===== src/rtl/pipeline_vertex_sched.sv =====
// Vertex-transform pipeline sequencer: issues vertices, tracks the fixed pipeline latency,
// captures results into a credit-reserved FIFO and applies double-buffered config when drained.
module pipeline_vertex_sched #(
  parameter int DATA_W       = 16,
  parameter int PIPE_LATENCY = 8,
  parameter int FIFO_DEPTH   = 4
) (
  input  logic                 clk,
  input  logic                 rst,
  input  logic                 cfg_we,
  input  logic [3:0]           cfg_addr,
  input  logic [DATA_W-1:0]    cfg_wdata,
  input  logic                 cfg_commit,
  output logic                 cfg_busy,
  input  logic                 vin_valid,
  output logic                 vin_ready,
  input  logic [DATA_W-1:0]    vin_x,
  input  logic [DATA_W-1:0]    vin_y,
  input  logic [DATA_W-1:0]    vin_z,
  output logic [16*DATA_W-1:0] pipe_cfg,
  output logic [DATA_W-1:0]    pipe_vx,
  output logic [DATA_W-1:0]    pipe_vy,
  output logic [DATA_W-1:0]    pipe_vz,
  output logic                 pipe_issue,
  input  logic [DATA_W-1:0]    pipe_out_x,
  input  logic [DATA_W-1:0]    pipe_out_y,
  input  logic [DATA_W-1:0]    pipe_out_exc,
  output logic                 vout_valid,
  input  logic                 vout_ready,
  output logic [DATA_W-1:0]    vout_x,
  output logic [DATA_W-1:0]    vout_y,
  output logic [DATA_W-1:0]    vout_exc
);

  localparam int PTR_W = $clog2(FIFO_DEPTH);
  localparam int CNT_W = PTR_W + 1;
  localparam logic [CNT_W-1:0] DEPTH_CNT = CNT_W'(FIFO_DEPTH);
  localparam logic [CNT_W:0]   DEPTH_LIM = (CNT_W+1)'(FIFO_DEPTH);

  typedef enum logic [1:0] {IDLE, RUN, DRAIN, CFG} state_t;

  state_t                  state;
  logic                    commit_pending;
  logic [16*DATA_W-1:0]    shadow;
  logic [16*DATA_W-1:0]    active;
  logic [CNT_W-1:0]        inflight;
  logic [CNT_W-1:0]        fifo_count;
  logic [CNT_W:0]          credit_used;
  logic [PIPE_LATENCY-1:0] valid_sr;
  logic [3*DATA_W-1:0]     fifo_mem [FIFO_DEPTH];
  logic [PTR_W-1:0]        wr_ptr;
  logic [PTR_W-1:0]        rd_ptr;
  logic                    accept;
  logic                    push;
  logic                    pop;

  // Credit covers both results still in the pipeline and results parked in the FIFO.
  assign credit_used = {1'b0, inflight} + {1'b0, fifo_count};
  assign vin_ready   = (state == IDLE || state == RUN) && !commit_pending && (credit_used < DEPTH_LIM);
  assign accept      = vin_valid && vin_ready;
  assign push        = valid_sr[PIPE_LATENCY-1];
  assign vout_valid  = (fifo_count != '0);
  assign pop         = vout_valid && vout_ready;
  assign {vout_exc, vout_y, vout_x} = fifo_mem[rd_ptr];
  assign pipe_cfg    = active;
  assign cfg_busy    = commit_pending;

  always_ff @(posedge clk) begin
    if (rst) begin
      state          <= IDLE;
      commit_pending <= 1'b0;
      shadow         <= '0;
      active         <= '0;
      pipe_vx        <= '0;
      pipe_vy        <= '0;
      pipe_vz        <= '0;
      pipe_issue     <= 1'b0;
      inflight       <= '0;
      valid_sr       <= '0;
    end else begin
      pipe_issue <= accept;
      if (accept) begin
        pipe_vx <= vin_x;
        pipe_vy <= vin_y;
        pipe_vz <= vin_z;
      end
      valid_sr <= (valid_sr << 1) | PIPE_LATENCY'(pipe_issue);
      inflight <= inflight + CNT_W'(accept) - CNT_W'(push);
      if (cfg_we) shadow[DATA_W*cfg_addr +: DATA_W] <= cfg_wdata;

      // A commit arriving during the CFG cycle re-arms for the next copy.
      if (state == CFG)    commit_pending <= cfg_commit;
      else if (cfg_commit) commit_pending <= 1'b1;

      case (state)
        IDLE: begin
          if (commit_pending) state <= DRAIN;
          else if (accept)    state <= RUN;
        end
        RUN: begin
          if (commit_pending)                  state <= DRAIN;
          else if (inflight == '0 && !accept)  state <= IDLE;
        end
        DRAIN: begin
          if (inflight == '0) state <= CFG;
        end
        CFG: begin
          active <= shadow;
          state  <= IDLE;
        end
        default: state <= IDLE;
      endcase
    end
  end

  always_ff @(posedge clk) begin
    if (rst) begin
      wr_ptr     <= '0;
      rd_ptr     <= '0;
      fifo_count <= '0;
      for (int i = 0; i < FIFO_DEPTH; i++) fifo_mem[i] <= '0;
    end else begin
      if (push) begin
        fifo_mem[wr_ptr] <= {pipe_out_exc, pipe_out_y, pipe_out_x};
        wr_ptr           <= wr_ptr + PTR_W'(1);
      end
      if (pop) rd_ptr <= rd_ptr + PTR_W'(1);
      fifo_count <= fifo_count + CNT_W'(push) - CNT_W'(pop);
    end
  end

  // Credit reservation at accept makes a push into a full FIFO impossible.
  assert property (@(posedge clk) disable iff (rst) !(push && fifo_count == DEPTH_CNT))
    else $error("result FIFO overflow");

endmodule


===== config.mk =====
export PLATFORM = sky130hd
export DESIGN_NAME = pipeline_vertex_sched
export DESIGN_NICKNAME = d
export VERILOG_FILES = /design/src/rtl/pipeline_vertex_sched.sv
export SDC_FILE = /design/constraint.sdc
export NUM_CORES = 1
export LEC_CHECK = 0
export CAP_MARGIN = 20
export CORE_MARGIN = 4
export CORE_UTILIZATION = 25
export CTS_BUF_LIST = sky130_fd_sc_hd__clkbuf_4 sky130_fd_sc_hd__clkbuf_8
export DETAILED_ROUTE_END_ITERATION = 6
export MAX_ROUTING_LAYER = met4
export PLACE_DENSITY_LB_ADDON = 0.25
export SLEW_MARGIN = 20
export SYNTH_ARGS = -nofsm -noshare
export SYNTH_HDL_FRONTEND = slang
export SYNTH_SLANG_ARGS = --single-unit
export TNS_END_PERCENT = 5

===== constraint.sdc =====
create_clock -name clk -period 3.9 [get_ports clk]
set_input_delay 0.585 -clock clk [delete_from_list [all_inputs] [get_ports clk]]
set_output_delay 0.585 -clock clk [all_outputs]
set_load 0.05 [all_outputs]

; Yosys cells after proc, flatten, opt, wreduce, memory -nomap -nowiden
; Memories as Yosys holds them, arrays and structs flattened. A register that Yosys moved wholly into a read port is not among the register bits.
; Index checks and enable logic that the tools add are counted.
[op_classes]
n_addsub = 8
order_cmp = 1
eq_ne = 6
n_shift = 2
muxes = 19
bitwise = 1
n_reduce_logical = 14
[ops]
columns = operator, n
row1 = bitwise mux 256 bit, 1
row2 = "variable shift 16 x 34 -> 256 bit, first input constant", 1
row3 = variable part select 16 x 34 -> 256 bit, 1
row4 = two-way mux 48 bit, 1
row5 = OR reduction 48 bit, 1
row6 = negator 8 -> 34 bit, 1
row7 = two-way mux 2 bit, 8
row8 = two-way mux 1 bit, 8
row9 = bitwise OR 8 x 1 -> 8 bit, 1
row10 = case mux 2 bit (4 select lines), 1
row11 = adder 3 x 1 -> 3 bit, 2
row12 = subtractor 3 x 1 -> 3 bit, 2
row13 = logical AND 1 bit, 5
row14 = "adder 2 x 1 -> 2 bit, second input constant", 2
row15 = adder 3 x 3 -> 4 bit, 1
row16 = "== test 2 bit, second input constant", 2
row17 = "< comparator 4 x 3 -> 1 bit, second input constant", 1
row18 = zero test 3 bit, 1
row19 = "inequality test 3 x 2 -> 1 bit, second input constant", 1
row20 = "inequality test 3 bit, second input constant", 1
row21 = AND reduction 3 bit, 1
row22 = nonzero test 3 bit, 1
row23 = "== test 2 x 1 -> 1 bit, second input constant", 1
row24 = zero test 1 bit, 2
row25 = other kinds (4), 4
[word_totals]
ff_bits = 582
mem_bits_rw = 192
input_bits = 122
output_inout_bits = 356
wordCells = 65
memories = 1
[mem_list]
columns = name, depth, word_bits, rd, rd_ports_with_merged_regs, write_ports, line_no
row1 = fifo_mem, 4, 48, 1, 1, 4, 50  ; logic [3*DATA_W-1:0] fifo_mem [FIFO_DEPTH];

; Depth between registers and ports, before layout
; Gate-level depths: netlist of run 1.
[depth]
word_depth = 10
depth_mapped = 12
mapped_depth_nobuf = 10

; Least setup slack after synthesis of run 1
; OpenSTA, ideal clock, no wires.
[synth_timing]
path_type = register to register
start = register wr_ptr[1]
end = memory fifo_mem[0][0] in the netlist's numbering, enable pin
t_arrival_ns = 3.205
required_ns = 3.436
slack_ns = 0.232
stages_incl_launch_ff = 5
synth_period_minus_slack_ns = 3.668
path_cell_list = dfxtp_1 or2_2 clkbuf_1 clkbuf_1 o21bai_1
[synth_rtl]
columns = element, line_no
row1 = start: declaration, 51  ; logic [PTR_W-1:0] wr_ptr;
row2 = start signal: assignment, 125  ; wr_ptr <= wr_ptr + PTR_W'(1);
row3 = end: declaration, 50

==> out/metrics.yaml, run 1 <==
floorplan:
  io_pins: 478
  start_util_pct: 25.2
  core_area_um2: 118000
  fp-row-count: 126
  fp.dieW_um: 353
  die_h_um: 353
  dieArea_um2: 125000
sta:
  min_period_over_period_pct: 87.2
  worst_slew_pin_slew_ns: 0.867
  fmax_mhz: 294
  rsz0062_at_grt: "false"
  setup_ws_ns: 0.501
  relSlewSlack_pct: 42.0
  clock_skew_ns: 0.0273
  hold_violations: 0
  finalSetupViolations: 0
  slew_violations: 0
  fin_tns_setup_ns: 0
  period_needed_ns: 3.40
worst_setup_path:
  cp_cell_sequence: "buf_12, mux4_2, clkdlybuf4s50_1"
  r2r_cells: 10
  start_kind: "register"
  arrival_ns: 2.81
  crit-reg2reg-launch: "fifo_count[2]"
  criticalPathCategory: "register to output pin"
  crit_slowest_cell: "clkdlybuf4s50_1"
  max_stage_delay_ns: 0.76
  reg2reg_to: "inflight[2]"
  cp-end-kind: "output pin"
  ff2ff_setup_slack_ns: 1.55
  crit_fanout: 30
  worstPathRequired_ns: 3.31
flow_run:
  drv_cap: 0
logic_synthesis:
  netlist_instances: 2994
  synth_flop_cell: "dfxtp_1"
  syn-cell-area_um2: 29800
  synth-seq-cells: 776
  yosys_warnings: 0
  yosysMostFrequentCell: "nand2_1"
  syn_nets: 3126
  seq_area_frac_synth_pct: 58.6
  synth-edff-count: 192
  synthArstFlopShare_pct: 0
  synth_common_cells: "826 x nand2_1, 584 x dfxtp_1, 322 x a21oi_1, 243 x nand2b_1, 240 x mux2i_1"
  yosys.area.top_type: "dfxtp_1"
  syn_area_per_cell_um2: 9.95
  synth_cell_types: 50
  yosysTopAreaCellShare_pct: 39.2
  synthTopCellsByArea: "dfxtp_1 39%, edfxtp_1 19%, nand2_1 10%"
clock_tree:
  clock_latency_ns: 0.79
  clockRootBuffer: "clkbuf_8"
  cts_tree: "built"
  cts_resized: 0
  cts_made_buffers: 143
  clk_pin_slew_ns: 0.06
  cts_max_path_buffers: 3
  ctsHoldBuffers: 0
  clock_sinks: 776
  htreeDepth: 4
cells_and_area:
  final_layout_size_suffix_gt1_share_pct: 11.0
  syn_to_final_growth_pct: 31.9
  layout.nets: 3630
  stdcell_area_um2: 39300
route:
  via_count: 22400
  first_pass_iters: 5
  drc: 0
  vias_per_cell: 4.36
  finalWirelength_mm: 101
  drtAntennaViolNets: 0
  drt_iter0_drc: 1699
  post_drt_wl_per_cell_um: 19.7
global_routing:
  first_global_vias: 22500
  grt.total_usage_pct: 16.2
  overflow: 0
  antenna_found_initial: 14
  grt_pass1_wl_mm: 148
  grt_max_degree: 139
placement:
  place_area_um2: 36400
  hpwl_mm: 68.2
  io_buffer_count: 477
  gp_congestion: 0.817
  pre_cts_slack_ns: 0.625
pwr:
  ir_drop_mv: 0.239
  p_leak_nw: 14.0
  power.density_nw_per_um2: 487
  report.power.total_mw: 19.1
worst_hold_path:
  hold_depth: 2
  hp-start: "rst"
  min_to: "valid_sr[7]"
  min_path_type: "input port to register"
status:
  status: "completed"
[cells by family after synthesis]
kind of cell / synth area share (%)
AND/OR/NAND/NOR: 19.6
flip-flops: 58.6
AO/OA/AOI/OAI: 5.65
multiplexers: 11.7
buffers and inverters: 3.66
XOR/XNOR: 0.294
adder cells (fa/ha/maj): 0.470
[power breakdown]
| part | internal (mW) | switching, mW | leakage [nW] | total [mW] |
|---|---|---|---|---|
| Combinational | 1.06 | 1.80 | 5.84 | 2.86 |
| Sequential | 8.41 | 0.0934 | 6.69 | 8.50 |
| Clock | 4.21 | 3.55 | 1.49 | 7.76 |
| Total | 13.7 | 5.45 | 14.0 | 19.1 |
[layout make-up]
| type | count | area, µm² |
|---|---|---|
| clock buffers | 203 | 2490 |
| repair buffers | 560 | 5530 |
| diodes | 13 | 32.5 |
| fillers | 12100 | 78900 |
| inverters | 59 | 221 |
| flip-flops and latches | 776 | 17500 |
| clock inverters | 38 | 335 |
| multi-input cells | 1958 | 11300 |
| well taps | 1536 | 1920 |
[worst max-delay path: cells and delay by family (launching register included)]
kind	cells	cell delay, ns
buffers and inverters	2	1.02
flip-flops	1	0.39
multiplexers	1	0.59
[per-stage QoR]
step,std cells,hold WS (ns),util [%]
6_report,5143,0.167,33.2
5_1_grt,5143,0.128,33.2
4_1_cts,5126,0.0672,33.2
3_5_place_dp,4885,0.426,30.8
3_3_place_gp,4885,0.416,30.8
2_1_floorplan,2994,0.414,-
[registers in the layout, indices dropped and copies added (netlist names), 2 cells and up, named ones only]
name        count
rd_ptr          2
fifo_mem      192
inflight        3
valid_sr        8
pipe_vy        16
wr_ptr          2
pipe_cfg      256
fifo_count      3
state           2
pipe_vx        16
shadow        256
pipe_vz        16
[how the worst max path moves through the flow]
stage,from,endpoint,slack (ns),cells past startpoint
after global placement,cfg_addr[2],shadow[203],0.64,6
after global routing,register,vout_y[0],0.35,3
final,register,vout_x[9],0.50,3
after CTS,register,vout_x[9],0.02,3
after detailed placement,cfg_addr[2],shadow[200],0.62,6
after floorplan,wr_ptr[1],fifo_mem[0][0],0.23,4
[layout by cell type (no fill, tap or decap), types with 11 or more instances in the layout]
cell type / synthesis / layout
a21oi_1: 322 / 322
buf_4: 8 / 73
clkbuf_4: 0 / 49
clkbuf_8: 0 / 154
clkdlybuf4s50_1: 0 / 476
clkinv_1: 0 / 11
dfxtp_1: 584 / 582
diode_2: 0 / 13
edfxtp_1: 192 / 192
inv_1: 58 / 58
mux2i_1: 240 / 240
mux4_2: 48 / 48
nand2_1: 826 / 825
nand2b_1: 243 / 241
nand3_1: 12 / 12
nor2_1: 164 / 163
nor2b_1: 13 / 13
nor3b_1: 16 / 16
[metal layers]
layer	global-route usage (%)	routed length [µm]	vias up
met5	-	0	-
met4	4.65	2160	0
met3	4.85	7700	141
met2	23.9	44700	661
met1	21.5	46900	10700
li1	-	-	10900
[timing repair]
item | in CTS | in global routing
endpoints found under the setup margin | 0 | 1
endpoints found under the hold margin | 0 | 0
setup buffers | 0 | 4
No activity file was read; power rests on OpenSTA's default activity.
==> run 2: changes to the inputs <==
- CORE_MARGIN: 4 -> not set
==> run 2 against run 1 <==
Clock power grew 0.5%. Register-to-register slack lost 0.09 ns. First-iteration DRC count shrank 10%. Largest cell class unchanged. Largest power group unchanged.
==> out/metrics.yaml, run 2 (same netlist as run 1, synthesis figures left out) <==
worst_setup_path:
  crit_fanout: 22
  cp-end-kind: "output pin"
  criticalPathCategory: "register to output pin"
  arrival_ns: 3.03
  worstPathRequired_ns: 3.31
  start_kind: "register"
flow_run:
  drv_cap: 0
clock_tree:
  clock_latency_ns: 0.82
  clockRootBuffer: "clkbuf_8"
  cts_max_path_buffers: 3
  cts_made_buffers: 143
  clk_pin_slew_ns: 0.06
  clock_sinks: 776
  cts_resized: 0
  ctsHoldBuffers: 0
  post_cts.repair.setup_buffers: 0
  cts_tree: "built"
  htreeDepth: 4
floorplan:
  dieArea_um2: 121000
  fp.dieW_um: 347
  fp-row-count: 126
  die_h_um: 347
  core_area_um2: 118000
  io_pins: 478
  start_util_pct: 25.2
sta:
  worst_slew_pin_slew_ns: 1.07
  fin_tns_setup_ns: 0
  slew_violations: 0
  fmax_mhz: 277
  min_period_over_period_pct: 92.7
  period_needed_ns: 3.62
  clock_skew_ns: 0.0310
  finalSetupViolations: 0
  hold_violations: 0
  relSlewSlack_pct: 28.7
  rsz0062_at_grt: "false"
pwr:
  report.power.total_mw: 19.2
  p_leak_nw: 14.0
  ir_drop_mv: 0.239
  power.density_nw_per_um2: 488
placement:
  gp_congestion: 0.806
  io_buffer_count: 477
  hpwl_mm: 65.3
global_routing:
  first_global_vias: 22300
  antenna_found_initial: 13
  grt_pass1_wl_mm: 144
  grt_max_degree: 234
  overflow: 0
  grt.total_usage_pct: 16.3
cells_and_area:
  syn_to_final_growth_pct: 31.9
  final_cell_mix: "825 x nand2_1, 582 x dfxtp_1, 476 x clkdlybuf4s50_1"
  final_layout_size_suffix_gt1_share_pct: 11.0
  final_common_cell: "nand2_1"
  nFillCells: 12100
  layout.nets: 3621
worst_hold_path:
  min_path_type: "input port to register"
route:
  drtAntennaViolNets: 0
  drt_iter0_drc: 1521
  post_drt_wl_per_cell_um: 19.2
  vias_per_cell: 4.39
  drc: 0
  first_pass_iters: 5
  via_count: 22500
  finalWirelength_mm: 98.4
status:
  status: "completed"
-- run 2: per-stage QoR --
| step | hold slack, ns | setup slack, ns | cells | instance area [µm²] | util, % |
|---|---|---|---|---|---|
| floorplan | 0.414 | 0.232 | 2994 | 29800 | - |
| global placement | 0.418 | 0.614 | 4879 | 36400 | 30.8 |
| detailed placement | 0.427 | 0.611 | 4879 | 36400 | 30.8 |
| CTS | 0.0292 | 0.110 | 5123 | 39200 | 33.2 |
| global route | 0.0705 | 0.104 | 5136 | 39300 | 33.3 |
| finish | 0.131 | 0.283 | 5136 | 39300 | 33.3 |
-- run 2: layout make-up --
type                       count  area [µm²]  area share [%]
sequential                   776       17500            44.4
clock buffer                 206        2520            6.40
timing repair buffer         551        5520            14.0
inverter                      59         221           0.564
multi-input combinational   1958       11300            28.8
clock inverter                38         294           0.748
antenna                       12        30.0          0.0764
tap                         1536        1920            4.89
-- run 2: where the power goes --
part	internal, mW	switching [mW]	total, mW
sequential	8.41	0.149	8.56
combinational	1.06	1.74	2.80
clock	4.24	3.56	7.80
-- run 2: routing by layer --
layer	GRT usage (%)	up-vias	part of all wire (%)
li1	-	10900	-
met1	21.7	10800	47
met2	24.0	652	44
met3	4.26	165	6.9
met4	5.24	0	2.5
met5	-	-	0
-- run 2: worst paths after layout --
kind	startpoint	endpoint	slack, ns	depth (start not counted)
worst min register to register	valid_sr[5]	valid_sr[6]	0.44	1
worst max register to register	cfg_busy	inflight[2]	1.46	9
worst max-delay path	register	vout_x[3]	0.28	3
worst min-delay path	rst	wr_ptr[1]	0.13	2
-- run 2: worst max-delay path, cell delays in order (launching register included) --
cell and delay, ns:
dfxtp_4 0.67, buf_12 0.25, mux4_2 0.52, clkdlybuf4s50_1 0.75
==> run 3: changes to the inputs <==
- DONT_BUFFER_PORTS: not set -> 1
==> run 3 against run 2 <==
Power decreased by 0.56%. Critical path depth decreased by 1. First-iteration DRC count decreased by 14%. Wire length increased by 5.2%. Register-to-register slack got worse by 0.42 ns. Non-clock buffer count decreased by 333. Highest routed layer unchanged. Sequential power increased by 2.9%. Combinational power decreased by 23%. Sequential cell count unchanged. Die area unchanged. Sequential share of layout area increased by 3.9 points. Utilization decreased by 2.7 points.
==> out/metrics.yaml, run 3 (same netlist as run 1, synthesis figures left out) <==
status:
  status: "completed"
route:
  drc: 0
  post_drt_wl_per_cell_um: 21.6
  via_count: 21600
  vias_per_cell: 4.50
  first_pass_iters: 5
  drt_iter0_drc: 1312
  drtAntennaViolNets: 0
  finalWirelength_mm: 104
floorplan:
  die_h_um: 347
  fp-row-count: 126
  io_pins: 478
  core_area_um2: 118000
  fp.dieW_um: 347
  dieArea_um2: 121000
  start_util_pct: 25.2
cells_and_area:
  seq_area_um2: 17500
  syn_to_final_growth_pct: 21.2
  layout.nets: 3288
  final_cell_mix: "825 x nand2_1, 582 x dfxtp_1, 322 x a21oi_1"
  multiInputGateArea_um2: 11400
  final_common_cell: "nand2_1"
  final_layout_size_suffix_gt1_share_pct: 11.9
  nFillCells: 12300
clock_tree:
  cts_tree: "built"
  ctsHoldBuffers: 167
  cts_made_buffers: 143
  clockRootBuffer: "clkbuf_8"
  clock_latency_ns: 0.86
  cts_resized: 0
  htreeDepth: 4
  clk_pin_slew_ns: 0.06
  cts_max_path_buffers: 3
  post_cts.repair.setup_buffers: 0
  clock_sinks: 776
sta:
  fin_tns_setup_ns: 0
  finalSetupViolations: 0
  min_period_over_period_pct: 83.5
  rsz0062_at_grt: "false"
  fmax_mhz: 307
  hold_violations: 0
  setup_ws_ns: 0.644
  relSlewSlack_pct: 18.8
  clock_skew_ns: 0.0394
  worst_slew_pin_slew_ns: 1.21
  slew_violations: 0
  period_needed_ns: 3.26
global_routing:
  overflow: 0
  antenna_found_initial: 9
  grt.total_usage_pct: 17.3
  grt_pass1_wl_mm: 150
  grt_max_degree: 248
  first_global_vias: 21700
worst_setup_path:
  arrival_ns: 2.67
  reg2reg_to: "pipe_vy[0]"
  crit-reg2reg-launch: "cfg_busy"
  start_kind: "register"
  cp-end-kind: "output pin"
  endpoint: "vout_exc[6]"
  crit_fanout: 26
  worstPathRequired_ns: 3.31
  criticalPathCategory: "register to output pin"
  r2r_cells: 7
  ff2ff_setup_slack_ns: 1.04
pwr:
  power.density_nw_per_um2: 528
  p_leak_nw: 13.1
  ir_drop_mv: 0.287
worst_hold_path:
  hold_depth: 1
  min_path_type: "input port to register"
placement:
  gp_congestion: 0.765
  hpwl_mm: 63.1
  pre_cts_slack_ns: 0.918
  io_buffer_count: 0
flow_run:
  drv_cap: 0
[run 3: cell types whose count changed in the layout (fill, tap and decap cells not counted), sizes merged]
cell           delta
dlygate4sd3     +163
clkinvlp          -1
clkbuf           +13
clkinv           -13
diode             +1
buf              -20
bufinv            +1
clkdlybuf4s50   -476
[run 3: worst min path at each step]
stage / startpoint / to / slack [ns]
finish: rst / fifo_mem[2][21] / 0.07
global route: rst / fifo_mem[2][20] / -0.01
CTS: cfg_wdata[6] / shadow[54] / 0.001
detailed placement: valid_sr[0] / valid_sr[1] / 0.43
global placement: valid_sr[0] / valid_sr[1] / 0.42
floorplan: valid_sr[0] / valid_sr[1] / 0.41
[run 3: power breakdown]
part	total (mW)	leakage [nW]	switching, mW	internal, mW
combinational	2.16	4.82	1.44	0.721
sequential	8.81	6.69	0.399	8.41
clock	8.08	1.55	3.55	4.53
total	19.1	13.1	5.39	13.7
[run 3: routing by layer]
layer / GRT usage, % / share of wire (%)
met5: - / 0
met4: 5.50 / 2.2
met3: 6.84 / 9.5
met2: 25.9 / 45
met1: 21.1 / 43
[run 3: worst max-delay path: stages, from the launching register on]
cell     delay [ns]
dfxtp_4        0.74
buf_12         0.30
mux4_2         0.72
[run 3: stage by stage]
stage	area, µm²	utilization, %	cells	power [mW]	hold WS [ns]
final	36100	30.6	4804	19.1	0.0744
after global routing	36100	30.6	4802	19.8	-0.0106
after CTS	36100	30.5	4790	19.3	0.00101
after detailed placement	31400	26.6	4379	10.9	0.427
after global placement	31400	26.6	4378	10.9	0.417
after floorplan	29800	-	2994	10.5	0.414
[run 3: final cells by class]
type                            instances  share of cell area (%)
Tap cell                             1536                    5.32
Antenna cell                           13                  0.0901
Inverter                               59                   0.613
Clock buffer                          219                    7.48
Clock inverter                         25                   0.596
Sequential cell                       776                    48.4
Multi-Input combinational cell       1958                    31.5
Timing Repair Buffer                  218                    6.07
